## src/rtl/fetch_unit.sv

```systemverilog
// Instruction fetch: issues one memory read per fetch and holds the word until decode takes it.
// Latency: pc_addr sampled at edge N -> mem_req after N; mem_ack at N+1 -> instr_valid after N+1.
// Backpressure: instr_ready low holds instr/instr_addr in HOLD; hlt low-gates new fetches from IDLE.
module fetch_unit #(
    parameter int ADDR_W  = 10,
    parameter int DATA_W  = 32,
    parameter int TIMEOUT = 16
) (
    input  logic              clk,
    input  logic              reset,
    input  logic              hlt,
    input  logic              flush,
    input  logic [ADDR_W-1:0] pc_addr,
    output logic              mem_req,
    output logic [ADDR_W-1:0] mem_addr,
    input  logic              mem_ack,
    input  logic [DATA_W-1:0] mem_rdata,
    output logic [DATA_W-1:0] instr,
    output logic [ADDR_W-1:0] instr_addr,
    output logic              instr_valid,
    input  logic              instr_ready,
    output logic              fetch_done,
    output logic              fetch_err
);

    typedef enum logic [1:0] {
        IDLE = 2'd0,
        REQ  = 2'd1,
        HOLD = 2'd2
    } state_t;

    // Last counter value tolerated before the outstanding request is abandoned.
    localparam logic [7:0] CNT_LAST = 8'(TIMEOUT - 1);

    state_t            state_q, state_d;
    logic              mem_req_d;
    logic [ADDR_W-1:0] mem_addr_d;
    logic [DATA_W-1:0] instr_d;
    logic [ADDR_W-1:0] instr_addr_d;
    logic              instr_valid_d;
    logic              fetch_done_d;
    logic              fetch_err_d;
    logic [7:0]        cnt_q, cnt_d;
    logic              drop_q, drop_d;

    always_ff @(posedge clk or negedge reset) begin
        if (!reset) begin
            state_q     <= IDLE;
            mem_req     <= 1'b0;
            mem_addr    <= '0;
            instr       <= '0;
            instr_addr  <= '0;
            instr_valid <= 1'b0;
            fetch_done  <= 1'b0;
            fetch_err   <= 1'b0;
            cnt_q       <= 8'd0;
            drop_q      <= 1'b0;
        end else begin
            state_q     <= state_d;
            mem_req     <= mem_req_d;
            mem_addr    <= mem_addr_d;
            instr       <= instr_d;
            instr_addr  <= instr_addr_d;
            instr_valid <= instr_valid_d;
            fetch_done  <= fetch_done_d;
            fetch_err   <= fetch_err_d;
            cnt_q       <= cnt_d;
            drop_q      <= drop_d;
        end
    end

    always_comb begin
        state_d       = state_q;
        mem_req_d     = mem_req;
        mem_addr_d    = mem_addr;
        instr_d       = instr;
        instr_addr_d  = instr_addr;
        instr_valid_d = instr_valid;
        fetch_done_d  = 1'b0;
        fetch_err_d   = 1'b0;
        cnt_d         = cnt_q;
        drop_d        = drop_q;

        unique case (state_q)
            IDLE: begin
                // flush has nothing to discard here, so only hlt matters
                if (!hlt) begin
                    mem_addr_d = pc_addr;
                    mem_req_d  = 1'b1;
                    cnt_d      = 8'd0;
                    drop_d     = 1'b0;
                    state_d    = REQ;
                end else begin
                    mem_req_d = 1'b0;
                end
            end

            REQ: begin
                if (mem_ack) begin
                    // ack takes priority over a timeout landing on the same edge
                    instr_d      = mem_rdata;
                    instr_addr_d = mem_addr;
                    mem_req_d    = 1'b0;
                    drop_d       = 1'b0;
                    if (drop_q || flush) begin
                        instr_valid_d = 1'b0;
                        state_d       = IDLE;
                    end else begin
                        instr_valid_d = 1'b1;
                        state_d       = HOLD;
                    end
                end else if (cnt_q == CNT_LAST) begin
                    mem_req_d   = 1'b0;
                    fetch_err_d = 1'b1;
                    drop_d      = 1'b0;
                    state_d     = IDLE;
                end else begin
                    // the read stays outstanding; a flush only marks its data for discard
                    cnt_d = cnt_q + 8'd1;
                    if (flush) begin
                        drop_d = 1'b1;
                    end
                end
            end

            HOLD: begin
                if (flush) begin
                    instr_valid_d = 1'b0;
                    state_d       = IDLE;
                end else if (instr_ready) begin
                    instr_valid_d = 1'b0;
                    fetch_done_d  = 1'b1;
                    state_d       = IDLE;
                end
            end

            default: begin
                mem_req_d     = 1'b0;
                instr_valid_d = 1'b0;
                drop_d        = 1'b0;
                state_d       = IDLE;
            end
        endcase
    end

endmodule

```

## config.mk

```make
export PLATFORM = sky130hd
export DESIGN_NAME = fetch_unit
export DESIGN_NICKNAME = d
export VERILOG_FILES = /design/src/rtl/fetch_unit.sv
export SDC_FILE = /design/constraint.sdc
export NUM_CORES = 1
export LEC_CHECK = 0
export ABC_CLOCK_PERIOD_IN_PS = 3600
export BUFFER_PORTS_ARGS = -buffer_cell sky130_fd_sc_hd__buf_2
export CAP_MARGIN = 5
export CORE_MARGIN = 4
export CORE_UTILIZATION = 52
export DETAILED_ROUTE_END_ITERATION = 16
export HOLD_SLACK_MARGIN = 0.08
export PLACE_DENSITY = 0.84
export SYNTH_ARGS = -nofsm -noshare
export SYNTH_HDL_FRONTEND = slang
export SYNTH_SLANG_ARGS = --single-unit
```

## constraint.sdc

```tcl
create_clock -name clk -period 3.6 [get_ports clk]
set_input_delay 0.54 -clock clk [delete_from_list [all_inputs] [get_ports clk]]
set_output_delay 0.54 -clock clk [all_outputs]
set_load 0.03 [all_outputs]
```

* Word level (Yosys, flattened, before mapping)
Cells that the tools add are included.
W data, S select, Z words.
** Word-level totals
- Register bits after elaboration :: 67
- Input port bits :: 48
- Logic and storage cells :: 65
** Cells by class
- $add $sub $neg :: 1
- Equality and inequality tests :: 10
- Bitwise gates (word level) :: 3
- Reductions and logical operators :: 10
- Muxes and demuxes :: 31
** Operators by type and width (count)
- $mux W8 :: 3
- $mux W1 :: 17
- $pmux W8 S2 :: 1
- $mux W2 :: 6
- $pmux W1 S3 :: 3
- $reduce_and A3 Y1 :: 3
- $add A8 B1 Y8 const B :: 1
- $eq A8 B4 Y1 const B :: 1
- $ne A2 B2 Y1 const B :: 4
- $ne A3 B3 Y1 const B :: 2
- $pmux W2 S3 :: 1
- $reduce_and A2 Y1 :: 3
- $ne A4 B4 Y1 const B :: 1
- $reduce_and A4 Y1 :: 1
- $not A1 Y1 :: 3
- $eq A2 B1 Y1 const B :: 1
- $eq A2 B2 Y1 const B :: 1
- $logic_not A2 Y1 :: 1
- $reduce_bool A2 Y1 :: 1
- $logic_or A1 B1 Y1 :: 1

* Longest topological paths before layout
Gate-level depths: netlist (run 1).
- Depth after elaboration :: 4
- Gate-level depth with buffers :: 5
- Depth with buffers taken out :: 5

* Least setup slack after synthesis (run 1)
Ideal clock, no wire load.
- Path kind :: input to register
- Start :: input port mem_ack
- End :: register cnt_q[7]
- Path slack :: 1.804 ns
- Arrival :: 1.709 ns
- Stages :: 5
- Cells stage by stage :: buf_2 > nor3b_4 > o21ai_2 > or4_1 > o211ai_1
** Between the ends
- Word-level cells in the longest chain between the ends :: 2
** RTL lines
- start: declaration :: line 16 : input logic mem_ack,
- $ne A2 B2 Y1 (no line)
- $reduce_and A4 Y1 (no line)
- end signal: assignment :: line 67 : cnt_q <= cnt_d;
- end: declaration :: line 43 : logic [7:0] cnt_q, cnt_d;
No other way between the ends.
A chain may end at the register's enable or synchronous reset.

* Worst setup path in the final report (run 1)
- Start :: register state_q[1]
- End :: register instr[5]
** Between the ends
- Word-level cells in the longest chain between the ends :: 2
** RTL lines
- start: declaration :: line 35 : state_t state_q, state_d;
- start signal: assignment :: line 59 : state_q <= state_d;
- $eq A2 B1 Y1 :: line 84 : unique case (state_q)
- $reduce_and A2 Y1 (no line)
- end signal: assignment :: line 62 : instr <= instr_d;
- end: declaration :: line 18 : output logic [DATA_W-1:0] instr,
No other way between the ends.

==> results of run 1 <==
==> synth_stat cells, types with 2 or more instances <==
cell / number / area, sq um
buf_2: 7 / 35.03
or2_2: 2 / 12.51
a21oi_1: 4 / 20.02
o21ai_1: 2 / 10.01
inv_1: 3 / 11.26
dfrtp_1: 67 / 1677
and3_1: 2 / 12.51
a2111oi_0: 2 / 17.52
nor2_1: 5 / 18.77
o21ai_0: 4 / 20.02
or3_1: 2 / 12.51
nor3_1: 3 / 15.01
mux2_2: 52 / 585.6
nand3_1: 4 / 20.02
o22ai_1: 2 / 12.51
nand2_1: 10 / 37.54
==> worst max-delay path, cell delays in order (launching register included) <==
cell and delay (ns):
dfrtp_1 0.51, nor2b_1 0.26, nand2_2 0.58, mux2_2 0.52
==> kinds of logic after synthesis <==
logic type / after synthesis
DFF: 67
adders and majority gates: 1
AOI/OAI and AO/OA: 22
muxes: 52
buffers and inverters: 11
and+or+nand+nor: 36
xor gates and xnor gates: 1
==> flip-flops by register name (all words and copies together), names as in the netlist <==
| register | flops |
|---|---|
| cnt_q | 8 |
| drop_q | 1 |
| fetch_done | 1 |
| fetch_err | 1 |
| instr | 32 |
| instr_addr | 10 |
| instr_valid | 1 |
| mem_addr | 10 |
| mem_req | 1 |
| state_q | 2 |
==> power breakdown <==
| group | switching [mW] | internal (mW) |
|---|---|---|
| logic | 0.855 | 0.482 |
| registers | 0.174 | 1.05 |
| clock network | 0.284 | 0.247 |
==> metrics by stage <==
step | std cells | util | hold slack, ns | setup slack [ns]
floorplan | 190 | - | 0.2444 | 1.804
global placement | 356 | 0.6472 | 0.4607 | 1.544
detailed placement | 356 | 0.6472 | 0.4879 | 1.525
CTS | 371 | 0.6800 | 0.2789 | 1.548
global route | 371 | 0.6800 | 0.3112 | 1.424
finish | 371 | 0.6800 | 0.2659 | 1.590
==> metal layers <==
layer / up-vias / GRT usage
met1: 908 / 0.2359
met5: - / 0
met4: 0 / 0.07770
met2: 75 / 0.2632
li1: 897 / -
met3: 7 / 0.07063
==> cell type report <==
cell class	count	area, sq um
clock buffer	9	123.9
timing repair buffer	104	523.0
tap	70	87.58
sequential	67	1677
clock inverter	6	42.54
multi-input combinational	112	985.9
fill	398	1624
inverter	3	11.26
==> worst paths after layout <==
check	from	to	slack (ns)	depth (start not counted)
setup / recovery	state_q[1]$_DFFE_PN0P_	instr[5]$_DFFE_PN0P_	1.59	3
hold / removal	reset	mem_addr[6]$_DFFE_PN0P_	0.27	1
setup reg to reg	state_q[1]$_DFFE_PN0P_	instr[5]$_DFFE_PN0P_	1.59	3
hold reg to reg	drop_q$_DFFE_PN0P_	instr_valid$_DFFE_PN0P_	0.49	1
max in group asynchronous	reset	instr_addr[1]$_DFFE_PN0P_	2.43	2
min in group clk	flush	state_q[1]$_DFFE_PN0P_	0.42	2
==> metrics.md, run 1 <==
| Metric | Value |
|---|---|
| Post-Route WL | `5492 um` |
| Cell variety after synth | `35` |
| Final #Nets | `346` |
| Initial antenna violation count | `0` |
| CTS H-tree lvls | `3` |
| Clk slew on worst S/H paths | `0.08 ns` |
| Layout cell share with drive strength beyond 1 | `0.5980` |
| RSZ-0062 raised after global routing | `no` |
| Sink Count | `67` |
| Most frequent cells in the layout | `103 x buf_2, 67 x dfrtp_1, 52 x mux2_2` |
| Post-Synth Simple-Gate Area | `0.07657` |
| Netlist Area Pre-Place | `2713 sq um` |
| Vias per cell | `5.086` |
| Io pins | `104` |
| First-pass GRT wire length | `8804 um` |
| Crit end category | `flip-flop` |
| XOR/XNOR share of the synthesized area | `0.003229` |
| Arrival @ worst endpoint | `2.22 ns` |
| Met2 WL post-DR | `2564 um` |
| Mux contribution to synthesized area | `0.2159` |
| Gr ovfl total | `0` |
| Num rows | `26` |
| Peak VDD IR | `0.5658 mV` |
| Max Clock Freq | `497.5 MHz` |
| Met1 WL | `2357 um` |
| Cells after synthesis | `190` |
| CTS tree | `built` |
| WS Path Type | `flip-flop to flip-flop` |
| Post-synthesis sequential area ratio | `0.6181` |
| Hold violation count in the final report | `0` |
| Core Area | `5075 sq um` |
| Pwr dens | `895.8 nW/um^2` |
| Vias in the first global route | `1,869` |
| Port Buffers | `103` |
| Most used DFF post-synth | `dfrtp_1` |
| Iteration-0 DRC count of the detailed router | `91` |
| Synthesized net count | `239` |
| Metal3 WL | `493 um` |
| Starting Density | `0.5345` |
| Via count | `1,887` |
| Design area | `3451 sq um` |
| Pre-antenna DRT Iters | `4` |
| GRT Overall Usage | `0.1795` |
| Die Area | `6436 sq um` |
| Synth Area in Adders | `0.004613` |
| Avg Cell Area, Syn | `14.28 sq um` |
| Slew Limit Fails | `0` |
| DRC | `0` |
| Routed len/inst | `14.80 um` |
| Final setup fails | `0` |
| Dpl cell area | `3284 sq um` |
| Die Ht | `80.23 um` |
| Final Wtd Congestion | `0.7843` |
| Clock buffer depth | `2` |
| Uppermost layer routed | `met4` |
| Total power | `3.091 mW` |
| Worst endpoint required time | `3.81 ns` |
| Flops & latches, synth | `67` |
| Fin crit share | `0.5584` |
| Max_slew headroom | `0.3320` |
| Leakage | `1.659 nW` |
| Critical Path Fanout Max | `43` |
| # resized after CTS | `0` |
| Post-synth EDFFs | `0` |
| CP Launch Type | `flip-flop` |
| Compound-Gate Fraction of Synth Area | `0.06042` |
| Layout Area Growth over Synthesis | `27.21%` |
| Pin count of the biggest net entering global routing | `44` |
| Number of setup buffers added after CTS | `0` |
| Asr flop ratio synth | `1.000` |
| Post-DP HPWL | `3989 um` |
| Min-delay worst type | `input pin to asynchronous set/reset pin` |
| Max-Cap Viols | `0` |
| Clock Root Buffer | `clkbuf_8` |
| Hold Buf Count CTS | `0` |
| Yosys synthesis warning count | `0` |
| Final antenna-violating net count | `0` |
| Num CTS Buffers | `9` |
| Min Tclk post-route | `2.010 ns` |
| Die W | `80.23 um` |
| N_diodes | `0` |
| Largest family of logic cells by synthesized area | `multiplexers` |
| Setup TNS | `0 ns` |
| Worst Tran Pin Value | `0.9965 ns` |
| Most common cell after layout, fill and taps aside | `buf_2` |
| Status | `completed` |
| Clk_skew | `0.01613 ns` |
| Worst-skew pair later-pin latency | `0.34 ns` |
Power figures use the tool's default switching activity.
==> run 2, diff against run 1 <==
==> config.mk (replaced) <==
export PLATFORM = sky130hd
export DESIGN_NAME = fetch_unit
export DESIGN_NICKNAME = d
export VERILOG_FILES = /design/src/rtl/fetch_unit.sv
export SDC_FILE = /design/constraint.sdc
export NUM_CORES = 1
export LEC_CHECK = 0
export ABC_CLOCK_PERIOD_IN_PS = 1900
export BUFFER_PORTS_ARGS = -buffer_cell sky130_fd_sc_hd__buf_2
export CAP_MARGIN = 5
export CORE_MARGIN = 4
export CORE_UTILIZATION = 48
export DETAILED_ROUTE_END_ITERATION = 16
export HOLD_SLACK_MARGIN = 0.08
export PLACE_DENSITY = 0.79
export SYNTH_ARGS = -nofsm -noshare
export SYNTH_HDL_FRONTEND = slang
export SYNTH_SLANG_ARGS = --single-unit
==> constraint.sdc (replaced) <==
create_clock -name clk -period 1.9 [get_ports clk]
set_input_delay 0.285 -clock clk [delete_from_list [all_inputs] [get_ports clk]]
set_output_delay 0.285 -clock clk [all_outputs]
set_load 0.03 [all_outputs]
==> metrics.md, run 2 (synthesized netlist as in run 1, its figures left out) <==
| Metric | Value |
|---|---|
| Status | `completed` |
| Pin count of the biggest net entering global routing | `68` |
| Design area | `3532 sq um` |
| Final Wtd Congestion | `0.8091` |
| Clk slew on worst S/H paths | `0.06 ns` |
| Most common cell after layout, fill and taps aside | `buf_2` |
| Max incr delay on CP | `0.60 ns` |
| Final #Nets | `352` |
| Layout Area Growth over Synthesis | `30.21%` |
| Worst-skew pair later-pin latency | `0.32 ns` |
| Max FFs per register | `32` |
| Max_slew headroom | `0.7096` |
| Peak VDD IR | `0.8716 mV` |
| Sink Count | `67` |
| Critical Path Fanout Max | `6` |
| First-pass GRT wire length | `9515 um` |
| Buffers and inverters on the worst path | `0` |
| Min Tclk post-route | `1.718 ns` |
| WS Path Type | `flip-flop to flip-flop` |
| Final antenna-violating net count | `0` |
| Pre-antenna DRT Iters | `4` |
| Final setup fails | `0` |
| # resized after CTS | `0` |
| Area occupied by registers | `1677 sq um` |
| GRT Overall Usage | `0.1690` |
| Setup TNS | `0 ns` |
| Cell Chain, Critical Path | `or4_4 > o21ai_0 > a2111oi_0 > a211o_1` |
| Top Registers | `instr (32), instr_addr (10), mem_addr (10)` |
| Core Area | `5507 sq um` |
| Iteration-0 DRC count of the detailed router | `77` |
| Layout cell share with drive strength beyond 1 | `0.5961` |
| Die Area | `6918 sq um` |
| Vias in the first global route | `2,095` |
| Fin crit share | `0.9043` |
| Starting Density | `0.4926` |
| Dpl cell area | `3362 sq um` |
| Most frequent cells in the layout | `103 x buf_2, 67 x dfrtp_1, 52 x mux2_2` |
| Clock Root Buffer | `clkbuf_8` |
| Pwr dens | `1659 nW/um^2` |
| CP top delay family | `simple AND/OR/NAND/NOR gates` |
| Clock buffer depth | `2` |
| Post-DP HPWL | `4028 um` |
| Leakage | `1.708 nW` |
| Arrival @ worst endpoint | `1.92 ns` |
| RSZ-0062 raised after global routing | `no` |
| Crit end category | `flip-flop` |
| Slew Limit Fails | `0` |
| Max-Cap Viols | `0` |
| Routed len/inst | `14.54 um` |
| Max Clock Freq | `582.0 MHz` |
| CTS tree | `built` |
| Post-Route WL | `5510 um` |
| Die Ht | `83.18 um` |
| Die W | `83.18 um` |
| Clk_skew | `0.007122 ns` |
| Via count | `1,891` |
| Fill count | `439` |
| Port Buffers | `103` |
| Vias per cell | `4.989` |
| Min-delay worst type | `input pin to flip-flop` |
| Slowest stage cell, crit path | `or4_4` |
| DRC | `0` |
| CP Launch Type | `flip-flop` |
| Biggest register | `instr` |
| Worst endpoint required time | `2.11 ns` |
| N_diodes | `0` |
| Worst Tran Pin Value | `0.4246 ns` |
| Area of the multi-input gates | `985.9 sq um` |
| Io pins | `104` |
| Num rows | `27` |
| Gr ovfl total | `0` |
| CTS H-tree lvls | `3` |
| Num CTS Buffers | `9` |
| Hold violation count in the final report | `0` |
| Initial antenna violation count | `0` |
## run 2: area by class of cell
cell class | count | area share
Clock buffer | 12 | 0.04109
Clock inverter | 3 | 0.004251
Inverter | 3 | 0.003188
Multi-Input combinational cell | 112 | 0.2791
Sequential cell | 67 | 0.4747
Tap cell | 72 | 0.02550
Timing Repair Buffer | 110 | 0.1722
## run 2: per-stage QoR
| stage | util | cells | worst slack, ns | hold WS [ns] | total power, mW |
|---|---|---|---|---|---|
| after floorplan | - | 190 | 0.2281 | -0.01059 | 4.118 |
| after global placement | 0.6105 | 363 | 0.2502 | 0.3296 | 4.871 |
| after detailed placement | 0.6105 | 363 | 0.1917 | 0.3295 | 4.952 |
| after CTS | 0.6414 | 379 | 0.1811 | 0.1717 | 5.947 |
| after global routing | 0.6414 | 379 | 0.09378 | 0.1627 | 6.233 |
| final | 0.6414 | 379 | 0.1818 | 0.1907 | 5.860 |
## run 2: final timing paths
path | start | end | slack, ns | cells past startpoint
hold / removal | flush | state_q[1]$_DFFE_PN0P_ | 0.19 | 2
setup reg to reg | cnt_q[4]$_DFFE_PN0P_ | cnt_q[2]$_DFFE_PN0P_ | 0.18 | 4
max in group asynchronous | reset | instr[19]$_DFFE_PN0P_ | 1.12 | 3
min in group asynchronous | reset | instr_addr[2]$_DFFE_PN0P_ | 0.51 | 3
hold reg to reg | instr_valid$_DFFE_PN0P_ | instr_valid$_DFFE_PN0P_ | 0.49 | 2
setup / recovery | cnt_q[4]$_DFFE_PN0P_ | cnt_q[2]$_DFFE_PN0P_ | 0.18 | 4
## run 2: metal layers
| layer | wire length [um] | up-vias | global-route usage |
|---|---|---|---|
| li1 | - | 914 | - |
| met1 | 2228 | 906 | 0.1915 |
| met2 | 2779 | 67 | 0.2901 |
| met3 | 454 | 4 | 0.06349 |
| met4 | 48 | 0 | 0.06241 |
| met5 | 0 | - | 0 |
## run 2: repair_timing
action | in CTS | in global routing
endpoints found under the setup margin | 0 | 0
buffers inserted | 0 | 0
hold buffers | 1 | 0
endpoints found under the hold margin | 67 | 0
## run 2: where the power goes
group	total, mW	internal [mW]	switching [mW]
clock	0.967	0.496	0.471
sequential	2.31	1.99	0.314
combinational	2.59	0.949	1.64
total	5.86	3.44	2.42
